### src/rtl/irq_controller.sv
// 16-source interrupt controller: edge-detected flags, per-source enables, per-group priority.
// Optional IRQ_SYNC_EN adds a 2-flop synchronizer on irq_src ahead of edge detection.
module irq_controller #(
  parameter logic [23:0] BASE_ADDR = 24'h2020,
  parameter int          NUM_SRC   = 16
) (
  input  logic               clk,
  input  logic               reset,
  input  logic [NUM_SRC-1:0] irq_src,
  input  logic               cpu_write,
  input  logic               cpu_read,
  input  logic [23:0]        address_in,
  input  logic [7:0]         data_in,
  output logic [7:0]         data_out,
  output logic               reg_hit,
  output logic [1:0]         irq_level,
  output logic [3:0]         irq_vector
);

  logic [NUM_SRC-1:0] irq_src_q;
  logic [NUM_SRC-1:0] src_s;
  logic [NUM_SRC-1:0] event_s;
  logic [NUM_SRC-1:0] en_q, en_d;
  logic [NUM_SRC-1:0] flag_q, flag_d;
  logic [NUM_SRC-1:0] clr_s, set_s;
  logic [7:0]         prio_q, prio_d;
  logic [1:0]         irq_level_q, irq_level_d;
  logic [3:0]         irq_vector_q, irq_vector_d;
  logic [1:0]         grp_prio_s;
  logic [23:0]        offset_s;
  logic               in_range_s;
  logic               wr_s;

`ifdef IRQ_SYNC_EN
  logic [NUM_SRC-1:0] sync1_q, sync2_q;

  always_ff @(posedge clk or posedge reset) begin
    if (reset) begin
      sync1_q <= '0;
      sync2_q <= '0;
    end else begin
      sync1_q <= irq_src;
      sync2_q <= sync1_q;
    end
  end

  assign src_s = sync2_q;
`else
  assign src_s = irq_src;
`endif

  // Wrap-around subtraction makes addresses below BASE_ADDR land far out of range.
  assign offset_s   = address_in - BASE_ADDR;
  assign in_range_s = (offset_s <= 24'd5);
  assign wr_s       = cpu_write & in_range_s;
  assign reg_hit    = cpu_read & in_range_s;
  assign event_s    = src_s & ~irq_src_q;

  always_comb begin
    prio_d = prio_q;
    en_d   = en_q;
    clr_s  = '0;
    set_s  = '0;
    if (wr_s) begin
      case (offset_s)
        24'd0:   prio_d      = data_in;
        24'd1:   en_d[7:0]   = data_in;
        24'd2:   en_d[15:8]  = data_in;
        24'd3:   clr_s[7:0]  = data_in;
        24'd4:   clr_s[15:8] = data_in;
        24'd5:   set_s[7:0]  = data_in;
        default: ;
      endcase
    end else begin
      clr_s = '0;
    end
    // Setting (edge or software) is applied after clearing so a collision keeps the flag.
    flag_d = (flag_q & ~clr_s) | event_s | set_s;
  end

  always_comb begin
    irq_level_d  = 2'd0;
    irq_vector_d = 4'd0;
    grp_prio_s   = 2'd0;
    for (int i = NUM_SRC - 1; i >= 0; i--) begin
      grp_prio_s = prio_q[2*(i/4) +: 2];
      if (flag_q[i] && en_q[i] && (grp_prio_s != 2'd0) && (grp_prio_s >= irq_level_d)) begin
        irq_level_d  = grp_prio_s;
        irq_vector_d = 4'(i);
      end else begin
        irq_level_d  = irq_level_d;
      end
    end
  end

  always_comb begin
    data_out = 8'h00;
    if (reg_hit) begin
      case (offset_s)
        24'd0:   data_out = prio_q;
        24'd1:   data_out = en_q[7:0];
        24'd2:   data_out = en_q[15:8];
        24'd3:   data_out = flag_q[7:0];
        24'd4:   data_out = flag_q[15:8];
        default: data_out = 8'h00;
      endcase
    end else begin
      data_out = 8'h00;
    end
  end

  always_ff @(posedge clk or posedge reset) begin
    if (reset) begin
      irq_src_q    <= '0;
      prio_q       <= 8'h00;
      en_q         <= '0;
      flag_q       <= '0;
      irq_level_q  <= 2'd0;
      irq_vector_q <= 4'd0;
    end else begin
      irq_src_q    <= src_s;
      prio_q       <= prio_d;
      en_q         <= en_d;
      flag_q       <= flag_d;
      irq_level_q  <= irq_level_d;
      irq_vector_q <= irq_vector_d;
    end
  end

  assign irq_level  = irq_level_q;
  assign irq_vector = irq_vector_q;

endmodule

### config.mk
export PLATFORM = sky130hd
export DESIGN_NAME = irq_controller
export DESIGN_NICKNAME = d
export VERILOG_FILES = /design/src/rtl/irq_controller.sv
export SDC_FILE = /design/constraint.sdc
export NUM_CORES = 1
export LEC_CHECK = 0
export CORE_MARGIN = 3
export CORE_UTILIZATION = 65
export DETAILED_ROUTE_END_ITERATION = 8
export DONT_BUFFER_PORTS = 1
export GPL_TIMING_DRIVEN = 0
export PLACE_DENSITY = 0.81
export SYNTH_ARGS = -nofsm -noshare
export SYNTH_HDL_FRONTEND = slang
export SYNTH_SLANG_ARGS = --single-unit
export TNS_END_PERCENT = 5
### constraint.sdc
create_clock -name clk -period 45.9 [get_ports clk]
set_input_delay 6.885 -clock clk [delete_from_list [all_inputs] [get_ports clk]]
set_output_delay 6.885 -clock clk [all_outputs]
set_load 0.03 [all_outputs]
# ---- Yosys cells after proc, flatten, opt, wreduce, memory -nomap -nowiden
# Cells that the tools add are included.
dict set report totals {
  regBits 62
  input_bits 52
  word_cells 133
}
dict set report classes {
  addsub 1
  order_cmp 17
  eq_ne 5
  n_mux 39
  n_bitwise 8
  n_reduce_logical 56
}
# operator count
set ops {}
lappend ops {{two-way mux 4 bit} 16}
lappend ops {{equality test 24 x 2 -> 1 bit (second input constant)} 2}
lappend ops {{equality test 24 x 3 -> 1 bit (second input constant)} 2}
lappend ops {{logical AND 1 bit} 48}
lappend ops {{two-way mux 8 bit} 5}
lappend ops {{one-hot mux 8 bit (5 select lines)} 1}
lappend ops {{AND 16 bit} 2}
lappend ops {{two-way mux 2 bit} 16}
lappend ops {{NOT 16 bit} 2}
lappend ops {{>= comparator 2 bit} 15}
lappend ops {{equality test 24 x 1 -> 1 bit (second input constant)} 1}
lappend ops {{less-or-equal comparator 24 x 3 -> 1 bit (second input constant)} 1}
lappend ops {{zero test 24 bit} 1}
lappend ops {{subtractor 24 x 14 -> 24 bit (second input constant)} 1}
lappend ops {{two-way mux 16 bit} 1}
lappend ops {{OR 16 bit} 1}
lappend ops {{OR 16 x 8 -> 16 bit} 1}
lappend ops {{nonzero test 2 bit} 4}
lappend ops {{AND reduction 2 bit} 3}
lappend ops {{AND 1 bit} 2}
lappend ops {{>= comparator 2 x 1 -> 1 bit (second input constant)} 1}

# ---- Depth between registers and ports, before layout
dict set report depth {
  depth_word 49
  depth_mapped 89
  mapped_depth_nobuf 89
}

# ---- Least setup slack after synthesis
# OpenSTA, ideal clock, no wires.
dict set report synth_timing {
  path_kind {input -> output}
  startpoint {input port address_in[5]}
  endpoint {output port data_out[0]}
  arrival_time_ps 9555
  required_time_ps 39015
  path_slack_ps 29460
  cell_stages 12
  n_path_buf 2
  cell_sequence {inv_1 -> ha_1 -> buf_6 -> or4b_1 -> a2111oi_0 -> a31oi_1 -> nor3_1 -> nand3_1 -> nor4b_4 -> buf_6 -> a22oi_1 -> nor2_1}
}
dict set report synth_between {
  elab_chain_len 4
  elab_cells_between_ends 10
  classes_between {1 x add/sub; 1 x order compare; 4 x eq/ne; 2 x mux; 1 x bitwise; 1 x reduce/logical}
}
# element line_no
set synth_lines {}
lappend synth_lines {{from (decl)} 12} ;# input logic [23:0] address_in,
lappend synth_lines {{subtractor 24 x 14 -> 24 bit *} 53} ;# assign offset_s = address_in - BASE_ADDR;
lappend synth_lines {{less-or-equal comparator 24 x 3 -> 1 bit, or another cell as far along} 54} ;# assign in_range_s = (offset_s <= 24'd5);
lappend synth_lines {{AND 1 bit / one-hot mux 8 bit (5 select lines) (equally long branches)} {56, 99}}
lappend synth_lines {{two-way mux 8 bit *} 98} ;# if (reg_hit) begin
lappend synth_lines {{to (decl)} 14} ;# output logic [7:0] data_out,
# Mark *: on every way between the ends. The rest lies on a longest branch, timed or not.

# ---- Worst setup path in the final report
dict set report layout_timing {
  startpoint {register flag_q[15]}
  endpoint {register irq_level_q[0] (netlist: irq_level[0])}
}
dict set report layout_between {
  elab_chain_len 49
}
# element line_no
set layout_lines {}
lappend layout_lines {{from (decl)} 24} ;# logic [NUM_SRC-1:0] flag_q, flag_d;
lappend layout_lines {{from (signal assigned)} 124} ;# flag_q <= flag_d;
lappend layout_lines {{logical AND 1 bit * (3 in series)} 87} ;# if (flag_q[i] && en_q[i] && (grp_prio_s != 2'd0) && (grp_prio_s >= irq_level_d)) begin
lappend layout_lines {{two-way mux 2 bit *} 87}
lappend layout_lines {{>= comparator 2 bit} 87}
lappend layout_lines {{logical AND 1 bit} 87}
lappend layout_lines {{two-way mux 2 bit *} 87}
lappend layout_lines {{>= comparator 2 bit} 87}
lappend layout_lines {{logical AND 1 bit} 87}
lappend layout_lines {{two-way mux 2 bit *} 87}
lappend layout_lines {{[32 not listed]} -}
lappend layout_lines {{two-way mux 2 bit *} 87}
lappend layout_lines {{>= comparator 2 bit} 87}
lappend layout_lines {{logical AND 1 bit} 87}
lappend layout_lines {{two-way mux 2 bit *} 87}
lappend layout_lines {{>= comparator 2 bit} 87}
lappend layout_lines {{logical AND 1 bit} 87}
lappend layout_lines {{two-way mux 2 bit *} 87}
lappend layout_lines {{named net irq_level_d[0]} 27} ;# logic [1:0] irq_level_q, irq_level_d;
lappend layout_lines {{to (signal assigned)} 125} ;# irq_level_q <= irq_level_d;
lappend layout_lines {{to (decl)} 27}
# The timed path passes the listed nets; every way through them passes the cells marked *.
# A chain may end at the register's enable or synchronous reset.

==> results.sh <==
export IMPL_status="completed"
export IMPL_rows=28
export IMPL_yosys_register_bits=62
export IMPL_track_usage_pct=30.63
export IMPL_cts_setup_buffers=0
export IMPL_synth_cells=440
export IMPL_async_flop_share_pct=100.0
export IMPL_synth_distinct_cells=63
export IMPL_hold_depth=1
export IMPL_io_buffer_count=0
export IMPL_grt_max_degree=41
export IMPL_grt_ovfl_total=0
export IMPL_whs_ps=536.0
export IMPL_clk_latency_ps=350
export IMPL_first_pass_iters=5
export IMPL_finalHoldViolations=0
export IMPL_r2r_end="irq_level[0]$_DFF_PP0_"
export IMPL_synth_nets=508
export IMPL_die_area_sq_mm=0.007543
export IMPL_root_buffer="clkbuf_8"
export IMPL_synth_flop_cell="dfrtp_1"
export IMPL_routed_wl_um=10750
export IMPL_place_hpwl_um=8029
export IMPL_cts_tree="built"
export IMPL_die_y_um=86.85
export IMPL_cts_resized=0
export IMPL_via_per_inst=6.914
export IMPL_critPathMaxStageDelay_ps=560
export IMPL_pin_count=67
export IMPL_r2r_start="flag_q[15]$_DFF_PP0_"
export IMPL_cp_arrival_ps=18550
export IMPL_fmax_mhz=54.59
export IMPL_gp_congestion=0.9294
export IMPL_ys_seq_area_share_pct=36.51
export IMPL_fin_skew_ps=11.21
export IMPL_worstHoldEndpoint="en_q[3]$_DFFE_PP0P_"
export IMPL_area_delta_synth_final_pct=7.538
export IMPL_antenna_found_initial=0
export IMPL_routedWlPerCell_um=20.20
export IMPL_first_global_vias=3703
export IMPL_synth_edf_count=0
export IMPL_p_per_area_mw_per_mm2=24.38
export IMPL_final_instance_count_excl_fill=532
export IMPL_ant_nets=0
export IMPL_drive_above_1_share_pct=16.63
export IMPL_ys_warn_count=0
export IMPL_die_w_um=86.85
export IMPL_min_period_ps=18320
export IMPL_vias=3678
export IMPL_syn_area_sq_mm=0.004249
export IMPL_cts_buffers=9
export IMPL_critPathMostFrequentCell="ha_1"
export IMPL_dpl_instance_area_sq_mm=0.004363
export IMPL_dp_slack_ps=27830
export IMPL_drt_initial_drc_count=319
export IMPL_fin_crit_sh_pct=39.91
export IMPL_rsz0062_at_grt="no"
export IMPL_cpMaxStageDelayCell="a311oi_1"
export IMPL_worstHoldStart="en_q[3]$_DFFE_PP0P_"
export IMPL_drv_slew=0
export IMPL_r2r_cells=87
export IMPL_critical_path_class="reg -> reg"
export IMPL_cp_max_fo=8
export IMPL_coreArea_sq_mm=0.006131
export IMPL_htreeDepth=3
export IMPL_tightest_slew_ps=1006
export IMPL_final_area_sq_mm=0.004569
export IMPL_drcViolationCount=0
export IMPL_grt_pass1_wl_um=17910
export IMPL_finalSetupViolCount=0
export IMPL_dp_cells=516
export IMPL_critPathRequiredTime_ps=46140
export IMPL_cap_violations=0
export IMPL_nets=520
export IMPL_cts_hold_buf=0
export IMPL_finalSetupTns_ps=0
export IMPL_endpoint_kind="register"
export IMPL_r2r_slack_ps=27580
export IMPL_fillers=450
export IMPL_syn_avg_cell_area_sq_um=9.657
export IMPL_relSlewSlack_pct=32.54
export IMPL_ir_drop_mv=0.02618
export IMPL_fin_ws_ps=27580
export IMPL_clock_path_buffers=2
export IMPL_hold_class="reg -> reg"
export IMPL_num_antenna_cells=0
export IMPL_p_leak_nw=1.886
export IMPL_start_kind="register"
export IMPL_cts_reportedPaths_clkPinSlew_ps=80
export IMPL_cts_sinks=62
export IMPL_initial_core_util_pct=69.31
## registers in the layout, summed over array words and instances, names as in the netlist
register	count
en_q	16
irq_vector	4
irq_level	2
irq_src_q	16
prio_q	8
flag_q	16
## stage by stage
stage / power, W / util (%)
floorplan: 0.00006103 / -
global placement: 0.00006183 / 70.84
detailed placement: 0.00006234 / 71.16
CTS: 0.0001117 / 74.53
global route: 0.0001152 / 74.53
finish: 0.0001114 / 74.53
## logic make-up (layout without fill, tap and decap cells)
family	Yosys count	count (layout)	share of synthesized area, %
adder cells (fa/ha/maj)	16	16	4.711
multiplexers	42	42	13.25
buffers and inverters	50	67	4.888
AND/OR/NAND/NOR	152	152	20.26
AO/OA/AOI/OAI	117	117	20.17
XOR/XNOR	1	1	0.2062
flip-flops	62	62	36.51
## critical path: cells and delay by family (launching register included)
family	cells	cell delay [ps]
buffers and inverters	3	130
DFF	1	440
and+or+nand+nor	28	4160
muxes	9	3310
adders and majority gates	14	3850
AOI/OAI and AO/OA	33	6310
## layout by cell type (no fill, tap or decap), drive strengths merged, types with 3 or more instances in the layout
cell type	synthesis	layout
o21ai	13	13
ha	16	16
o21a	3	3
inv	32	34
and3	3	3
clkbuf	12	22
nand3	17	17
a31oi	8	8
and2	6	6
mux4	8	8
or4b	3	3
or3	5	5
a21boi	4	4
a22o	11	11
o211ai	4	4
nor2b	8	8
o221ai	8	8
a21oi	17	17
nand4	5	5
o21bai	4	4
nor4b	3	3
o31ai	4	4
a21o	9	9
nor2	26	26
a22oi	9	9
mux2	34	34
nand2	36	36
nor4	4	4
dfrtp	62	62
buf	6	7
nor3	8	8
nand2b	21	21
## metal layers
layer	share of wire, %	global-route usage (%)	vias up
met5	0	0	-
met4	2.6	12.04	0
met2	49	50.24	180
li1	-	-	1674
met3	8.1	6.812	36
met1	40	39.49	1788
## final cells by class
cell class / instances / area [sq um] / share of cell area, %
multi-input combinational: 328 / 2490 / 54.49
sequential: 62 / 1551 / 33.95
clock buffer: 10 / 137.6 / 3.012
inverter: 32 / 120.1 / 2.629
tap: 75 / 93.84 / 2.054
buffer: 18 / 87.58 / 1.917
clock inverter: 6 / 68.82 / 1.506
timing repair buffer: 1 / 20.02 / 0.4381
## Yosys cell counts, types with 3 or more instances
master    count  share of area (%)
dfrtp_1      62                 37
nand2_1      36                3.2
mux2_2       34                9.0
inv_1        32                2.8
nor2_1       25                2.2
nand2b_1     21                3.1
nand3_1      17                2.0
a21oi_1      16                1.9
ha_1         16                4.7
o21ai_0      13                1.5
clkbuf_1     12                1.1
a22o_1       11                2.3
a21o_1        9                1.6
a22oi_1       9                1.6
a31oi_1       8                1.2
mux4_2        8                4.2
nor2b_1       8                1.2
o221ai_1      8                1.6
and2_1        6               0.88
nor3_1        6               0.71
nand4_1       5               0.74
or3_1         5               0.74
a21boi_0      4               0.71
o211ai_1      4               0.71
o21bai_1      4               0.71
and3_1        3               0.44
nor4_1        3               0.44
o21a_1        3               0.53
o31ai_1       3               0.53
## worst max path at each step
stage	from	end	slack (ps)
floorplan	address_in[5]	data_out[0]	29460
CTS	flag_q[15]$_DFF_PP0_	irq_level[0]$_DFF_PP0_	27750
finish	flag_q[15]$_DFF_PP0_	irq_level[0]$_DFF_PP0_	27580
global placement	flag_q[15]$_DFF_PP0_	irq_level[0]$_DFF_PP0_	28150
detailed placement	flag_q[15]$_DFF_PP0_	irq_level[0]$_DFF_PP0_	27830
global route	flag_q[15]$_DFF_PP0_	irq_vector[3]$_DFF_PP0_	26140
## power by group
part | internal, W | switching [W] | total, W
clock network | 0.0000269 | 0.0000233 | 0.0000502
registers | 0.0000553 | 0.000000160 | 0.0000555
logic | 0.00000242 | 0.00000332 | 0.00000574
total | 0.0000846 | 0.0000268 | 0.000111
(Power assumes the default switching activity.)
